===== src/rtl/t03_pixel_counter.sv =====
`default_nettype none
// ============================================================================
// Module   : t03_pixel_counter
// Purpose  : Pixel-rate divider driving free-running Hcnt/Vcnt plus line/frame
//            strobes. Optional frame counter enabled by T03_FRAME_COUNT_EN.
// Revision : 1.0 - initial release
// ============================================================================
module t03_pixel_counter #(
    parameter int CLK_DIV = 2,
    parameter int H_TOTAL = 200,
    parameter int V_TOTAL = 632
) (
    input  logic        clk,
    input  logic        rst,
    input  logic        en,
    output logic [10:0] Hcnt,
    output logic [10:0] Vcnt,
    output logic        pix_tick,
    output logic        line_start,
`ifdef T03_FRAME_COUNT_EN
    output logic        frame_start,
    output logic [7:0]  frame_cnt
`else
    output logic        frame_start
`endif
);

    localparam int               DIV_W      = (CLK_DIV > 1) ? $clog2(CLK_DIV) : 1;
    localparam logic [DIV_W-1:0] c_DIV_LAST = DIV_W'(CLK_DIV - 1);
    localparam logic [10:0]      c_H_LAST   = 11'(H_TOTAL - 1);
    localparam logic [10:0]      c_V_LAST   = 11'(V_TOTAL - 1);

    logic [DIV_W-1:0] r_div_cnt;
    logic [10:0]      r_hcnt;
    logic [10:0]      r_vcnt;
    logic             r_line_start;
    logic             r_frame_start;

    logic             w_pix_tick;
    logic             w_h_wrap;
    logic             w_v_wrap;

    // >= rather than == so an out-of-range count recovers on the next tick
    assign w_pix_tick = en && (r_div_cnt == c_DIV_LAST);
    assign w_h_wrap   = (r_hcnt >= c_H_LAST);
    assign w_v_wrap   = (r_vcnt >= c_V_LAST);

    always_ff @(posedge clk) begin
        if (rst) begin
            r_div_cnt     <= '0;
            r_hcnt        <= '0;
            r_vcnt        <= '0;
            r_line_start  <= 1'b0;
            r_frame_start <= 1'b0;
        end else begin
            if (en) begin
                if (r_div_cnt == c_DIV_LAST) begin
                    r_div_cnt <= '0;
                end else begin
                    r_div_cnt <= r_div_cnt + 1'b1;
                end
            end

            if (w_pix_tick) begin
                if (w_h_wrap) begin
                    r_hcnt <= '0;
                    r_vcnt <= w_v_wrap ? 11'd0 : (r_vcnt + 11'd1);
                end else begin
                    r_hcnt <= r_hcnt + 11'd1;
                end
            end

            r_line_start  <= w_pix_tick && w_h_wrap;
            r_frame_start <= w_pix_tick && w_h_wrap && w_v_wrap;
        end
    end

`ifdef T03_FRAME_COUNT_EN
    logic [7:0] r_frame_cnt;

    always_ff @(posedge clk) begin
        if (rst) begin
            r_frame_cnt <= '0;
        end else if (w_pix_tick && w_h_wrap && w_v_wrap) begin
            r_frame_cnt <= r_frame_cnt + 8'd1;
        end
    end

    assign frame_cnt = r_frame_cnt;
`endif

    assign Hcnt        = r_hcnt;
    assign Vcnt        = r_vcnt;
    assign pix_tick    = w_pix_tick;
    assign line_start  = r_line_start;
    assign frame_start = r_frame_start;

endmodule
`default_nettype wire


===== config.mk =====
export PLATFORM = sky130hd
export DESIGN_NAME = t03_pixel_counter
export DESIGN_NICKNAME = d
export VERILOG_FILES = /design/src/rtl/t03_pixel_counter.sv
export SDC_FILE = /design/constraint.sdc
export NUM_CORES = 1
export LEC_CHECK = 0
export BUFFER_PORTS_ARGS = -buffer_cell sky130_fd_sc_hd__buf_4
export CORE_ASPECT_RATIO = 0.75
export CORE_MARGIN = 5
export CORE_UTILIZATION = 30
export CTS_CLUSTER_SIZE = 14
export DETAILED_ROUTE_END_ITERATION = 10
export PLACE_DENSITY = 0.51
export SETUP_SLACK_MARGIN = 0.05
export SYNTH_ARGS = -nofsm -noshare
export SYNTH_HDL_FRONTEND = slang
export SYNTH_SLANG_ARGS = --single-unit

===== constraint.sdc =====
create_clock -name clk -period 2.3 [get_ports clk]
set_input_delay 0.23 -clock clk [delete_from_list [all_inputs] [get_ports clk]]
set_output_delay 0.23 -clock clk [all_outputs]
set_load 0.02 [all_outputs]

Word-level counts from Yosys, hierarchy flattened --
Cells that the tools add are included.
Operators by class: equal/unequal tests 0, shift-type cells 0, multiplexer cells 3, reductions and logical operators 4, bitwise gates (word level) 0, multiply operators 0, magnitude comparators 2, div/mod/pow operators 0, $add $sub $neg 3
Operators with widths (count):
- 11-bit by 1-bit adder with 11-bit output (second input constant) | 2
- 11-bit 2-to-1 mux | 2
- 11-bit by 10-bit greater-or-equal comparator with 1-bit output (second input constant) | 1
- 11-bit by 8-bit greater-or-equal comparator with 1-bit output (second input constant) | 1
- 1-bit logical AND | 3
- 2-bit AND reduction | 1
- 1-bit adder (second input constant) | 1
- 1-bit 2-to-1 mux | 1
Storage, ports and cells: memories kept 0, bits in registers 25, input bits 3, bits in latches 0, bits in read-only memories 0, memory bits (writable) 0

Logic depth before layout (Yosys ltp) --
Gate-level depths: netlist (run 1).
depth in word-level cells 3, mapped depth 7, depth with buffers taken out 6

Worst setup path after synthesis (run 1) --
OpenSTA, ideal clock, no wires.
path kind register -> register, start point reg r_hcnt[0] (netlist: Hcnt[0]), end point reg r_vcnt[4] (netlist: Vcnt[4]), period minus slack after synthesis 1.810 ns, data required time 2.156 ns, path buffers 1, slack 0.490 ns, cell stages (with the launch flop) 8, arrival 1.666 ns, path through dfxtp_1 > ha_1 > a2111oi_0 > nand3_1 > and2_1 > clkbuf_1 > a31oi_1 > a311oi_1
On the way: cells in the longest elaborated chain, start to end 2
RTL lines:
- start: declaration | line 34 | logic [10:0] r_hcnt;
- start signal: assignment | line 69 | r_hcnt <= r_hcnt + 11'd1;
- 11-bit by 8-bit greater-or-equal comparator with 1-bit output | line 45 | assign w_h_wrap = (r_hcnt >= c_H_LAST);
- 2-bit AND reduction (no source line)
- end signal: assignment | line 67 | r_vcnt <= w_v_wrap ? 11'd0 : (r_vcnt + 11'd1);
- end: declaration | line 35 | logic [10:0] r_vcnt;
No other way between the ends. A chain may end at the register's enable or synchronous reset.

Worst setup path in the final report (run 1) --
start point reg r_vcnt[5] (netlist: Vcnt[5]), end point reg r_vcnt[4] (netlist: Vcnt[4])
On the way: cells in the longest elaborated chain, start to end 2
RTL lines:
- 11-bit by 10-bit greater-or-equal comparator with 1-bit output | line 46 | assign w_v_wrap = (r_vcnt >= c_V_LAST);
- 11-bit 2-to-1 mux | line 67
No other way between the ends.

==> reports/qor.csv, run 1 <==
stage,metric,value,unit
pwr,Pwr Density,510,nW/um2
floorplanning,Die Width,82.0,um
floorplanning,Core Region,3710,um2
sta,RSZ-0062 raised after global routing,no,
yosys,Syn Area/Cell,8.44,um2
yosys,"flops & latches, synth",25,
sta,Final setup viols,0,
sta,max-slew violation count,0,
pwr,Tot Pwr,0.000743,W
cells_and_area,Ant. Diodes,0,
critical_path,Critical Path End Type,flip-flop,
clock_tree,Root Buffer,clkbuf_8,
cells_and_area,Non-Filler Instances,216,
yosys,"Seq/Total Area, Yosys",43.0,%
detailed_routing,Total Wirelength,2.73,mm
yosys,top_reg_cell synth,dfxtp_1,
clock_tree,Sinks on Clock Net,25,
pwr,Max VDD drop,0.308,mV
critical_path,CP Class,reg2reg,
critical_path,worst path bufs/invs,0,
sta,worst rel slew slack,63.4,%
global_routing,initial antenna violation count,0,
floorplanning,# IOs,28,
yosys,Mapped Nets,143,
place,GP Congestion,0.769,
place,DP Worst Slack,0.372,ns
critical_path,Slowest cell on crit path,nor2_2,
cells_and_area,layout cell share with drive strength beyond 1,21.3,%
global_routing,grt ovf,0,
detailed_routing,Residual DRC,0,
sta,Worst-Margin Slew,0.549,ns
yosys,Syn Inst Count,138,
clock_tree,insertion delay to the later sink of the worst-skew pair,0.27,ns
sta,Hold Fails Final Rpt,0,
global_routing,pin count of the biggest net entering global routing,20,
detailed_routing,via-per-instance ratio,4.90,
detailed_routing,drt pass-1 iters,4,
detailed_routing,initial DRC count,61,
floorplanning,die area,5240,um2
cells_and_area,Area Growth Syn to Fin,25.1,%
outcome,outcome,finished clean,
global_routing,gr usage total,10.7,%
yosys,asr flop ratio synth,0,%
critical_path,worst endpoint data arrival time,2.12,ns
sta,Final Skew,0.00786,ns
job,maxcap violations,0,
place,hpwl dp,1.98,mm
floorplanning,Die Ht,64.0,um
clock_tree,Worst-path clk slew,0.09,ns
pwr,P_leak,0.569,nW
critical_path,startpoint types,flip-flop,
global_routing,first-pass GRT wire length,4.52,mm
clock_tree,Clock Tree Buf Depth,2,
worst_hold_path,Worst Hold Class,in2reg,
floorplanning,row cnt,19,
yosys,Post-synth EDFFs,0,
place,port bufs,27,
yosys,Yosys cell types,35,
place,placed cell count,212,
cells_and_area,nets@finish,170,
clock_tree,Setup Buffers After CTS,0,
critical_path,Worst Path Max Fanout,14,
clock_tree,htree depth,1,
critical_path,worst path required time,2.49,ns
sta,Fin Hold WS,0.226,ns
clock_tree,CTS Hold Bufs,0,
clock_tree,CTS tree,yes,
critical_path,"slowest stage delay, CP",0.45,ns
floorplanning,Starting Density,31.4,%
yosys,Synth Warn #,0,
detailed_routing,Routed Antenna Nets,0,
sta,crit share post-route,84.0,%
critical_path,"delay-heaviest family, CP",compound AO/OA/AOI/OAI gates,
detailed_routing,wire per inst,12.6,um
detailed_routing,Vias,1058,
sta,crit path time final,1.93,ns
sta,total negative slack,0,ns
clock_tree,TritonCTS buffer count,3,
sta,Final WS setup,0.369,ns
clock_tree,Post-CTS Resized,0,
critical_path,CP cell instances,and3_4 > a311o_1 > nor2_2 > a31oi_1 > a311oi_1,
sta,Fmax,0.518,GHz
yosys,Post-Syn Area,1160,um2
global_routing,vias in the first global route,937,
==> placed cells by master, fill, tap and decap left out, types with 5 or more instances in the layout <==
cell and count:
a21oi_1 10, buf_4 28, dfxtp_1 25, inv_1 5, nand2_1 10, nand3_1 14
nor2_1 18, nor3_1 5, xnor2_1 6
==> worst register-to-register path, cell delays in order (launching register included) <==
cell and delay (ns):
dfxtp_1 0.38, and3_4 0.21, a311o_1 0.40, nor2_2 0.45
a31oi_1 0.16, a311oi_1 0.25
==> cell families after synthesis <==
kind of cell               after synthesis  share of synthesized area, %
AOI/OAI and AO/OA                       26                          16.2
buffers and inverters                   11                          3.97
adders and majority gates                2                          2.15
xor gates and xnor gates                 8                          6.02
DFF                                     25                          43.0
and+or+nand+nor                         66                          28.7
==> per-layer routing <==
| metal | global-route usage [%] | vias up | wire [um] | part of all wire, % |
|---|---|---|---|---|
| li1 | - | 544 | - | - |
| met1 | 15.6 | 487 | 1360 | 50 |
| met2 | 14.9 | 25 | 1150 | 42 |
| met3 | 3.51 | 2 | 191 | 7.0 |
| met4 | 2.49 | 0 | 29 | 1.1 |
| met5 | 0 | - | 0 | 0 |
==> report_power, final <==
group	switching, W	internal [W]
sequential	0.00000616	0.000438
clock	0.000137	0.000124
combinational	0.0000235	0.0000149
==> worst paths after layout <==
check	startpoint	endpoint	slack [ns]	depth (start not counted)
min	en	r_div_cnt	0.23	3
max	Vcnt[5]	Vcnt[4]	0.37	5
min reg2reg	Hcnt[1]	Hcnt[1]	0.51	2
max reg2reg	Vcnt[5]	Vcnt[4]	0.37	5
==> stage by stage <==
stage | utilization (%) | cell area [um2]
after floorplan | - | 1160
after global placement | 38.1 | 1410
after detailed placement | 38.1 | 1410
after CTS | 39.3 | 1460
after global routing | 39.3 | 1460
final | 39.3 | 1460
==> cell type report <==
| cell class | count | area [um2] |
|---|---|---|
| tap | 52 | 65.1 |
| inverter | 5 | 18.8 |
| timing repair buffer | 28 | 210 |
| clock buffer | 4 | 45.0 |
| fill | 409 | 2250 |
| multi-input combinational | 102 | 618 |
| sequential | 25 | 500 |
==> Yosys cell counts, types with 2 or more instances <==
cell      count  area, um2
a21oi_1      10       50.1
a31oi_1       4       25.0
and2_1        2       12.5
and3_1        4       25.0
clkbuf_1      3       11.3
dfxtp_1      25        500
ha_1          2       25.0
inv_1         5       18.8
nand2_1      10       37.5
nand3_1      14       70.1
nand4b_1      2       17.5
nor2_1       18       67.6
nor3_1        5       25.0
o21ai_0       2       10.0
o32ai_1       3       26.3
or3_1         4       25.0
xnor2_1       6       52.6
xor2_1        2       17.5
==> registers in the layout, indices dropped and copies added (netlist names) <==
register     count
r_div_cnt        1
line_start       1
Vcnt            11
Hcnt            11
frame_start      1
Note: power is estimated with default switching activity, not from simulation.
==> run 2: changes to the inputs <==
--- a/config.mk
+++ b/config.mk
@@ -5,13 +5,14 @@
 export SDC_FILE = /design/constraint.sdc
 export NUM_CORES = 1
 export LEC_CHECK = 0
+export ABC_AREA = 1
 export BUFFER_PORTS_ARGS = -buffer_cell sky130_fd_sc_hd__buf_4
 export CORE_ASPECT_RATIO = 0.75
 export CORE_MARGIN = 5
 export CORE_UTILIZATION = 30
 export CTS_CLUSTER_SIZE = 14
 export DETAILED_ROUTE_END_ITERATION = 10
-export PLACE_DENSITY = 0.51
+export PLACE_DENSITY = 0.52
 export SETUP_SLACK_MARGIN = 0.05
 export SYNTH_ARGS = -nofsm -noshare
 export SYNTH_HDL_FRONTEND = slang
==> constraint.sdc (replaced) <==
create_clock -name clk -period 1.65 [get_ports clk]
set_input_delay 0.165 -clock clk [delete_from_list [all_inputs] [get_ports clk]]
set_output_delay 0.165 -clock clk [all_outputs]
set_load 0.02 [all_outputs]
==> run 2 against run 1 <==
Compared with the run above:
- via count grew 18%
- synthesized area is 12% higher
- non-clock buffer count is 5 higher
- power is 40% higher
- combinational power up 58%
- die area increased by 10%
- clock-buffer cell count is 1 lower
==> reports/qor.csv, run 2 <==
stage,metric,value,unit,change
outcome,outcome,finished clean,,unchanged
cells_and_area,filler cell count,459,,was 409
yosys,"flops & latches, synth",25,,unchanged
sta,RSZ-0062 raised after global routing,yes,,was no
clock_tree,CTS Hold Bufs,0,,unchanged
clock_tree,Worst-path clk slew,0.09,ns,about the same
yosys,Post-synth EDFFs,0,,unchanged
detailed_routing,Residual DRC,0,,unchanged
yosys,mux contribution to synthesized area,0,%,unchanged
detailed_routing,Total Wirelength,3.17,mm,was 2.73 mm
clock_tree,Clock Tree Buf Depth,2,,unchanged
cells_and_area,Ant. Diodes,0,,unchanged
yosys,Post-Synth Simple-Gate Area,43.5,%,was 28.7%
critical_path,Critical Path End Type,flip-flop,,unchanged
pwr,Pwr Density,624,nW/um2,was 510 nW/um2
sta,Worst-Margin Slew,0.361,ns,was 0.549 ns
sta,total negative slack,0,ns,unchanged
yosys,Synth Warn #,0,,unchanged
critical_path,RR Startpoint,Hcnt[0],,was Vcnt[5]
place,placed cell count,280,,was 212
sta,worst rel slew slack,75.8,%,was 63.4%
critical_path,Slowest cell on crit path,dfxtp_1,,was nor2_2
worst_hold_path,hold path start,rst,,was en
detailed_routing,Vias,1250,,was 1058
critical_path,worst r2r dst,Hcnt[3],,was Vcnt[4]
critical_path,worst path required time,1.84,ns,was 2.49 ns
floorplanning,Core Region,4130,um2,was 3710 um2
cells_and_area,Area Growth Syn to Fin,27.5,%,was 25.1%
floorplanning,# IOs,28,,unchanged
sta,max-slew violation count,0,,unchanged
critical_path,reg2reg path depth,8,,was 5
clock_tree,insertion delay to the later sink of the worst-skew pair,0.27,ns,about the same
critical_path,worst endpoint data arrival time,1.64,ns,was 2.12 ns
yosys,Post-Synth XOR/XNOR Area,4.03,%,was 6.02%
sta,Final setup viols,0,,unchanged
place,port bufs,27,,unchanged
critical_path,"slowest stage delay, CP",0.32,ns,was 0.45 ns
worst_hold_path,hold path cells,2,,was 3
yosys,combinational family with the most area after synthesis,simple AND/OR/NAND/NOR gates,,unchanged
cells_and_area,"commonest non-fill, non-tap cells in the layout","46 x nand2_1, 44 x nor2_1, 33 x buf_4, 25 x dfxtp_1, 20 x inv_1",,"was 28 x buf_4, 25 x dfxtp_1, 18 x nor2_1, 14 x nand3_1"
cells_and_area,layout cell share with drive strength beyond 1,24.0,%,was 21.3%
detailed_routing,Routed Antenna Nets,0,,unchanged
pwr,Max VDD drop,0.283,mV,was 0.308 mV
yosys,"area leader, netlist",dfxtp_1,,unchanged
clock_tree,htree depth,1,,unchanged
global_routing,first-pass GRT wire length,5.33,mm,was 4.52 mm
yosys,Syn Area/Cell,6.72,um2,was 8.44 um2
cells_and_area,post-layout instance area,1660,um2,was 1460 um2
place,hpwl dp,2.43,mm,was 1.98 mm
critical_path,startpoint types,flip-flop,,unchanged
critical_path,reg-to-reg setup timing slack,0.21,ns,was 0.37 ns
detailed_routing,via-per-instance ratio,4.40,,was 4.90
yosys,post-synthesis compound-gate area fraction,4.32,%,was 16.2%
critical_path,most numerous cell on the critical path,nand2_4,,
global_routing,vias in the first global route,1121,,was 937
detailed_routing,initial DRC count,66,,was 61
clock_tree,CTS tree,yes,,unchanged
yosys,most numerous cell in the Yosys netlist,nand2_1,,was dfxtp_1
yosys,top cell type's share of synthesized area,38.4,%,was 43.0%
yosys,Yosys cell types,24,,was 35
detailed_routing,wire per inst,11.1,um,was 12.6 um
place,DP Worst Slack,0.170,ns,was 0.372 ns
yosys,"top cells by area, synth","dfxtp_1 38%, nand2_1 13%, nor2_1 13%",,"was dfxtp_1 43%, nand3_1 6.0%, nor2_1 5.8%"
worst_hold_path,Worst Hold Class,in2reg,,unchanged
global_routing,initial antenna violation count,0,,unchanged
cells_and_area,"commonest non-fill, non-tap cell in the layout",nand2_1,,was buf_4
job,maxcap violations,0,,unchanged
global_routing,pin count of the biggest net entering global routing,15,,was 20
sta,crit path time final,1.44,ns,was 1.93 ns
pwr,P_leak,0.803,nW,was 0.569 nW
yosys,top_reg_cell synth,dfxtp_1,,unchanged
floorplanning,Die Width,86.1,um,was 82.0 um
critical_path,Worst Path Max Fanout,12,,was 14
critical_path,worst path bufs/invs,0,,unchanged
cells_and_area,register area,500,um2,unchanged
yosys,synth cell count leaders,"46 x nand2_1, 44 x nor2_1, 25 x dfxtp_1",,"was 25 x dfxtp_1, 18 x nor2_1, 14 x nand3_1"
yosys,Mapped Nets,199,,was 143
sta,Final Skew,0.00711,ns,was 0.00786 ns
pwr,Tot Pwr,0.00104,W,was 0.000743 W
yosys,asr flop ratio synth,0,%,unchanged
yosys,Syn Inst Count,194,,was 138
critical_path,"delay-heaviest family, CP",simple AND/OR/NAND/NOR gates,,was compound AO/OA/AOI/OAI gates
floorplanning,die area,5780,um2,was 5240 um2
sta,Fmax,0.694,GHz,was 0.518 GHz
detailed_routing,drt pass-1 iters,4,,unchanged
clock_tree,Root Buffer,clkbuf_8,,unchanged
cells_and_area,area of the multi-input gates,713,um2,was 618 um2
yosys,"Seq/Total Area, Yosys",38.4,%,was 43.0%
place,GP Congestion,0.851,,was 0.769
floorplanning,Die Ht,67.1,um,was 64.0 um
global_routing,gr usage total,11.7,%,was 10.7%
yosys,Post-Syn Area,1300,um2,was 1160 um2
clock_tree,Sinks on Clock Net,25,,unchanged
worst_hold_path,worst-case hold path end point,Hcnt[9],,was r_div_cnt
critical_path,CP cell instances,ha_1 > nand2_1 > nand4_1 > nand2_2 > nand2_4 > nand2_4 > nand2_4 > nor3_1,,was and3_4 > a311o_1 > nor2_2 > a31oi_1 > a311oi_1
sta,crit share post-route,87.4,%,was 84.0%
cells_and_area,Non-Filler Instances,284,,was 216
floorplanning,row cnt,20,,was 19
yosys,Adder-Cell Fraction of Synth Area,1.92,%,was 2.15%
critical_path,CP Class,reg2reg,,unchanged
clock_tree,TritonCTS buffer count,3,,unchanged
place,Placed Area,1600,um2,was 1410 um2
sta,Hold Fails Final Rpt,0,,unchanged
floorplanning,Starting Density,31.6,%,was 31.4%
cells_and_area,nets@finish,235,,was 170
global_routing,grt ovf,0,,unchanged
sta,Final WS setup,0.209,ns,was 0.369 ns
[run 2: cell count changes in the layout (fill, tap and decap cells not counted), moves of 4 or more]
cell	change
nand2_1	+36
nor2_1	+26
inv_1	+15
a21oi_1	-7
buf_4	+5
xnor2_1	-5
a31oi_1	-4
and3_1	-4
or3_1	-4
[run 2: logic make-up after synthesis]
| kind of cell | Yosys count |
|---|---|
| adder cells (fa/ha/maj) | 2 |
| AO/OA/AOI/OAI | 9 |
| XOR/XNOR | 6 |
| buffers and inverters | 25 |
| flip-flops | 25 |
| AND/OR/NAND/NOR | 127 |
[run 2: metrics by stage]
step | util (%) | hold slack, ns
after detailed placement | 38.8 | 0.381
after global routing | 40.3 | 0.0761
final | 40.3 | 0.0906
after CTS | 40.0 | 0.0812
after floorplan | - | 0.235
after global placement | 38.8 | 0.386
[run 2: area by class of cell]
type / instances / share of cell area, %
timing repair buffer: 33 / 14.9
inverter: 23 / 5.19
clock buffer: 3 / 2.48
multi-input combinational: 144 / 42.9
clock inverter: 1 / 0.301
tap: 55 / 4.14
sequential: 25 / 30.1
[run 2: worst max path at each step]
stage | from | end | slack, ns | depth (start not counted)
after global placement | Hcnt[0] | Hcnt[3] | 0.17 | 8
final | Hcnt[0] | Hcnt[3] | 0.21 | 8
after detailed placement | Hcnt[0] | Hcnt[1] | 0.17 | 8
after CTS | Hcnt[0] | Hcnt[1] | 0.14 | 8
after floorplan | Hcnt[0] | Vcnt[8] | 0.17 | 8
after global routing | Vcnt[1] | Vcnt[9] | 0.03 | 8
[run 2: metal layers]
layer	GRT usage, %	up-vias	share of wire [%]
met4	3.16	0	0.66
met2	16.7	30	40
met1	16.7	544	52
met5	0	-	0
met3	3.46	2	7.0
li1	-	674	-
[run 2: repair_timing]
| item | in CTS | in global routing |
|---|---|---|
| hold endpoints to repair | 0 | 0 |
| resized for setup | 0 | 2 |
| buffers inserted | 0 | 0 |
| setup endpoints to repair | 0 | 8 |
[run 2: report_power, final]
part           internal [W]  switching, W   total, W  leakage, nW
logic             0.0000227     0.0000380  0.0000607        0.576
registers          0.000608    0.00000322   0.000611        0.202
clock network      0.000169      0.000197   0.000366       0.0255
total              0.000800      0.000238    0.00104        0.803
[run 2: worst reg2reg max path, cell delays in order, from the launching register on]
cell	delay (ns)
dfxtp_1	0.32
ha_1	0.21
nand2_1	0.09
nand4_1	0.13
nand2_2	0.12
nand2_4	0.08
nand2_4	0.16
nand2_4	0.12
nor3_1	0.14
==> run 3: changes to the inputs <==
--- a/config.mk
+++ b/config.mk
@@ -12,7 +12,7 @@
 export CORE_UTILIZATION = 30
 export CTS_CLUSTER_SIZE = 14
 export DETAILED_ROUTE_END_ITERATION = 10
-export PLACE_DENSITY = 0.52
+export PLACE_DENSITY = 0.5
 export SETUP_SLACK_MARGIN = 0.05
 export SYNTH_ARGS = -nofsm -noshare
 export SYNTH_HDL_FRONTEND = slang
==> constraint.sdc (replaced) <==
create_clock -name clk -period 1.4 [get_ports clk]
set_input_delay 0.14 -clock clk [delete_from_list [all_inputs] [get_ports clk]]
set_output_delay 0.14 -clock clk [all_outputs]
set_load 0.02 [all_outputs]
==> run 3 against run 2 <==
Compared with the run above:
- non-clock buffer count increased by 23
- global-route usage increased by 1.2 points
- flip-flop and latch count unchanged
- critical endpoint is now pix_tick
- combinational power increased by 48%
- sequential share of layout area decreased by 3.8 points
- core utilization increased by 8.5 points
- clock-buffer cell count unchanged
- power increased by 20%
- cell count increased by 8.1%
- highest routed layer unchanged
- hold slack got worse by 0.022 ns
==> reports/qor.csv, run 3 (synthesized netlist as in run 2, its figures left out) <==
stage,metric,value,unit,change
outcome,outcome,finished clean,,unchanged
sta,Worst-Margin Slew,0.338,ns,was 0.361 ns
global_routing,first-pass GRT wire length,5.78,mm,was 5.33 mm
detailed_routing,top layer used by detailed routing,met4,,unchanged
job,maxcap violations,0,,unchanged
sta,max-slew violation count,0,,unchanged
place,placed cell count,297,,was 280
cells_and_area,nets@finish,258,,was 235
detailed_routing,wire per inst,11.6,um,was 11.1 um
detailed_routing,via-per-instance ratio,4.36,,was 4.40
sta,RSZ-0062 raised after global routing,yes,,unchanged
cells_and_area,Non-Filler Instances,307,,was 284
worst_hold_path,hold path start,rst,,unchanged
cells_and_area,"commonest non-fill, non-tap cells in the layout","49 x buf_4, 40 x nand2_1, 37 x nor2_1, 19 x inv_1, 14 x nand3_1",,"was 46 x nand2_1, 44 x nor2_1, 33 x buf_4, 25 x dfxtp_1, 20 x inv_1"
worst_hold_path,hold path cells,2,,unchanged
sta,crit share post-route,96.5,%,
cells_and_area,register area,529,um2,was 500 um2
global_routing,grt ovf,0,,unchanged
floorplanning,Core Region,4130,um2,unchanged
floorplanning,die area,5780,um2,unchanged
cells_and_area,"commonest non-fill, non-tap cell in the layout",buf_4,,was nand2_1
place,GP Congestion,0.825,,was 0.851
critical_path,reg2reg path depth,8,,unchanged
sta,total negative slack,0,ns,unchanged
detailed_routing,Residual DRC,0,,unchanged
pwr,Max VDD drop,0.425,mV,was 0.283 mV
critical_path,Critical Path End Type,primary output,,was flip-flop
clock_tree,Clock Tree Buf Depth,2,,unchanged
clock_tree,Worst-path clk slew,0.09,ns,about the same
global_routing,vias in the first global route,1185,,was 1121
place,DP Worst Slack,-0.0114,ns,was 0.170 ns
critical_path,"delay-heaviest family, CP",buffers and inverters,,was simple AND/OR/NAND/NOR gates
cells_and_area,filler cell count,429,,was 459
detailed_routing,routed length on met3,176,um,was 223 um
floorplanning,Starting Density,31.6,%,unchanged
detailed_routing,metal1 wirelength,1.88,mm,was 1.65 mm
sta,Fmax,0.740,GHz,
critical_path,most numerous cell on the critical path,buf_4,,was nand2_4
global_routing,pin count of the biggest net entering global routing,15,,unchanged
critical_path,CP cell instances,nand2_2 > inv_4 > buf_4 > buf_4,,was ha_1 > nand2_1 > nand4_1 > nand2_2 > nand2_4 > nand2_4 > nand2_4 > nor3_1
pwr,P_leak,0.939,nW,was 0.803 nW
floorplanning,Die Width,86.1,um,unchanged
clock_tree,CTS tree,yes,,unchanged
critical_path,startpoint types,flip-flop,,unchanged
place,port bufs,27,,unchanged
detailed_routing,initial DRC count,63,,was 66
cells_and_area,Ant. Diodes,0,,unchanged
sta,Hold Fails Final Rpt,0,,unchanged
critical_path,worst path bufs/invs,3,,was 0
detailed_routing,drt pass-1 iters,4,,unchanged
critical_path,worst endpoint data arrival time,1.21,ns,was 1.64 ns
critical_path,RR Startpoint,Vcnt[1],,was Hcnt[0]
sta,Fin Hold WS,0.0686,ns,was 0.0906 ns
detailed_routing,metal2 WL,1.48,mm,was 1.28 mm
sta,Final setup viols,0,,unchanged
place,hpwl dp,2.63,mm,was 2.43 mm
cells_and_area,Area Growth Syn to Fin,54.4,%,was 27.5%
clock_tree,Sinks on Clock Net,25,,unchanged
worst_hold_path,Worst Hold Class,in2reg,,unchanged
clock_tree,TritonCTS buffer count,3,,unchanged
pwr,Pwr Density,617,nW/um2,was 624 nW/um2
critical_path,Slowest cell on crit path,dfxtp_1,,unchanged
global_routing,gr usage total,12.9,%,was 11.7%
sta,crit path time final,1.35,ns,
critical_path,worst path required time,1.26,ns,was 1.84 ns
clock_tree,insertion delay to the later sink of the worst-skew pair,0.27,ns,about the same
detailed_routing,Total Wirelength,3.55,mm,was 3.17 mm
critical_path,reg-to-reg setup timing slack,0.09,ns,was 0.21 ns
cells_and_area,area of the multi-input gates,831,um2,was 713 um2
detailed_routing,Routed Antenna Nets,0,,unchanged
floorplanning,Die Ht,67.1,um,unchanged
floorplanning,row cnt,20,,unchanged
clock_tree,Root Buffer,clkbuf_8,,unchanged
critical_path,worst setup path start,r_div_cnt,,was Hcnt[0]
critical_path,"slowest stage delay, CP",0.35,ns,was 0.32 ns
sta,Final Skew,0.00483,ns,was 0.00711 ns
sta,worst rel slew slack,77.3,%,was 75.8%
critical_path,Worst Path Max Fanout,9,,was 12
global_routing,initial antenna violation count,0,,unchanged
detailed_routing,Vias,1339,,was 1250
worst_hold_path,worst-case hold path end point,frame_start,,was Hcnt[9]
clock_tree,htree depth,1,,unchanged
critical_path,worst r2r dst,frame_start,,was Hcnt[3]
sta,Final WS setup,0.0490,ns,was 0.209 ns
floorplanning,# IOs,28,,unchanged
cells_and_area,layout cell share with drive strength beyond 1,45.2,%,was 24.0%
critical_path,CP Class,reg2out,,was reg2reg
run 3: cell count changes in the layout (fill, tap and decap cells not counted), moves of 4 or more:
cell     previous run  this run
buf_4              33        49
dfxtp_1            25        12
dfxtp_2             0         8
buf_6               0         7
nor2_1             44        37
nand2_1            46        40
dfxtp_4             0         5
nand2_2             3         8
nor2_2              4         8
run 3: worst max-delay path by stage:
stage	to	depth (start not counted)
finish	pix_tick	4
global route	Vcnt[7]	9
CTS	pix_tick	4
detailed placement	Hcnt[1]	8
global placement	Hcnt[1]	8
floorplan	Vcnt[0]	8
run 3: area by class of cell:
cell class | instances | area share, %
repair buffers | 56 | 22.2
well taps | 55 | 3.42
clock buffers | 3 | 2.05
flip-flops and latches | 25 | 26.3
multi-input cells | 144 | 41.3
clock inverters | 1 | 0.249
inverters | 23 | 4.54
run 3: report_power, final:
group | switching [W] | total, W | internal (W)
sequential | 0.00000668 | 0.000717 | 0.000710
combinational | 0.0000515 | 0.0000897 | 0.0000382
clock | 0.000236 | 0.000435 | 0.000199
total | 0.000294 | 0.00124 | 0.000947
run 3: timing repair:
item,CTS,global route
endpoints found under the setup margin,16,17
hold buffers,0,0
gates resized for setup,11,44
pin swaps,2,15
endpoints found under the hold margin,0,0
buffers inserted,0,6
run 3: routing by layer:
| metal | GRT usage (%) | vias up |
|---|---|---|
| met5 | 0 | - |
| met4 | 2.96 | 0 |
| met3 | 3.83 | 2 |
| met2 | 18.7 | 26 |
| met1 | 18.5 | 581 |
| li1 | - | 730 |
run 3: through the flow:
step	utilization, %	cell area, um2	total power [W]
after global placement	42.1	1740	0.000813
final	48.8	2010	0.00124
after detailed placement	42.1	1740	0.000813
after CTS	44.5	1840	0.00126
after floorplan	-	1310	0.000776
after global routing	48.8	2010	0.00129
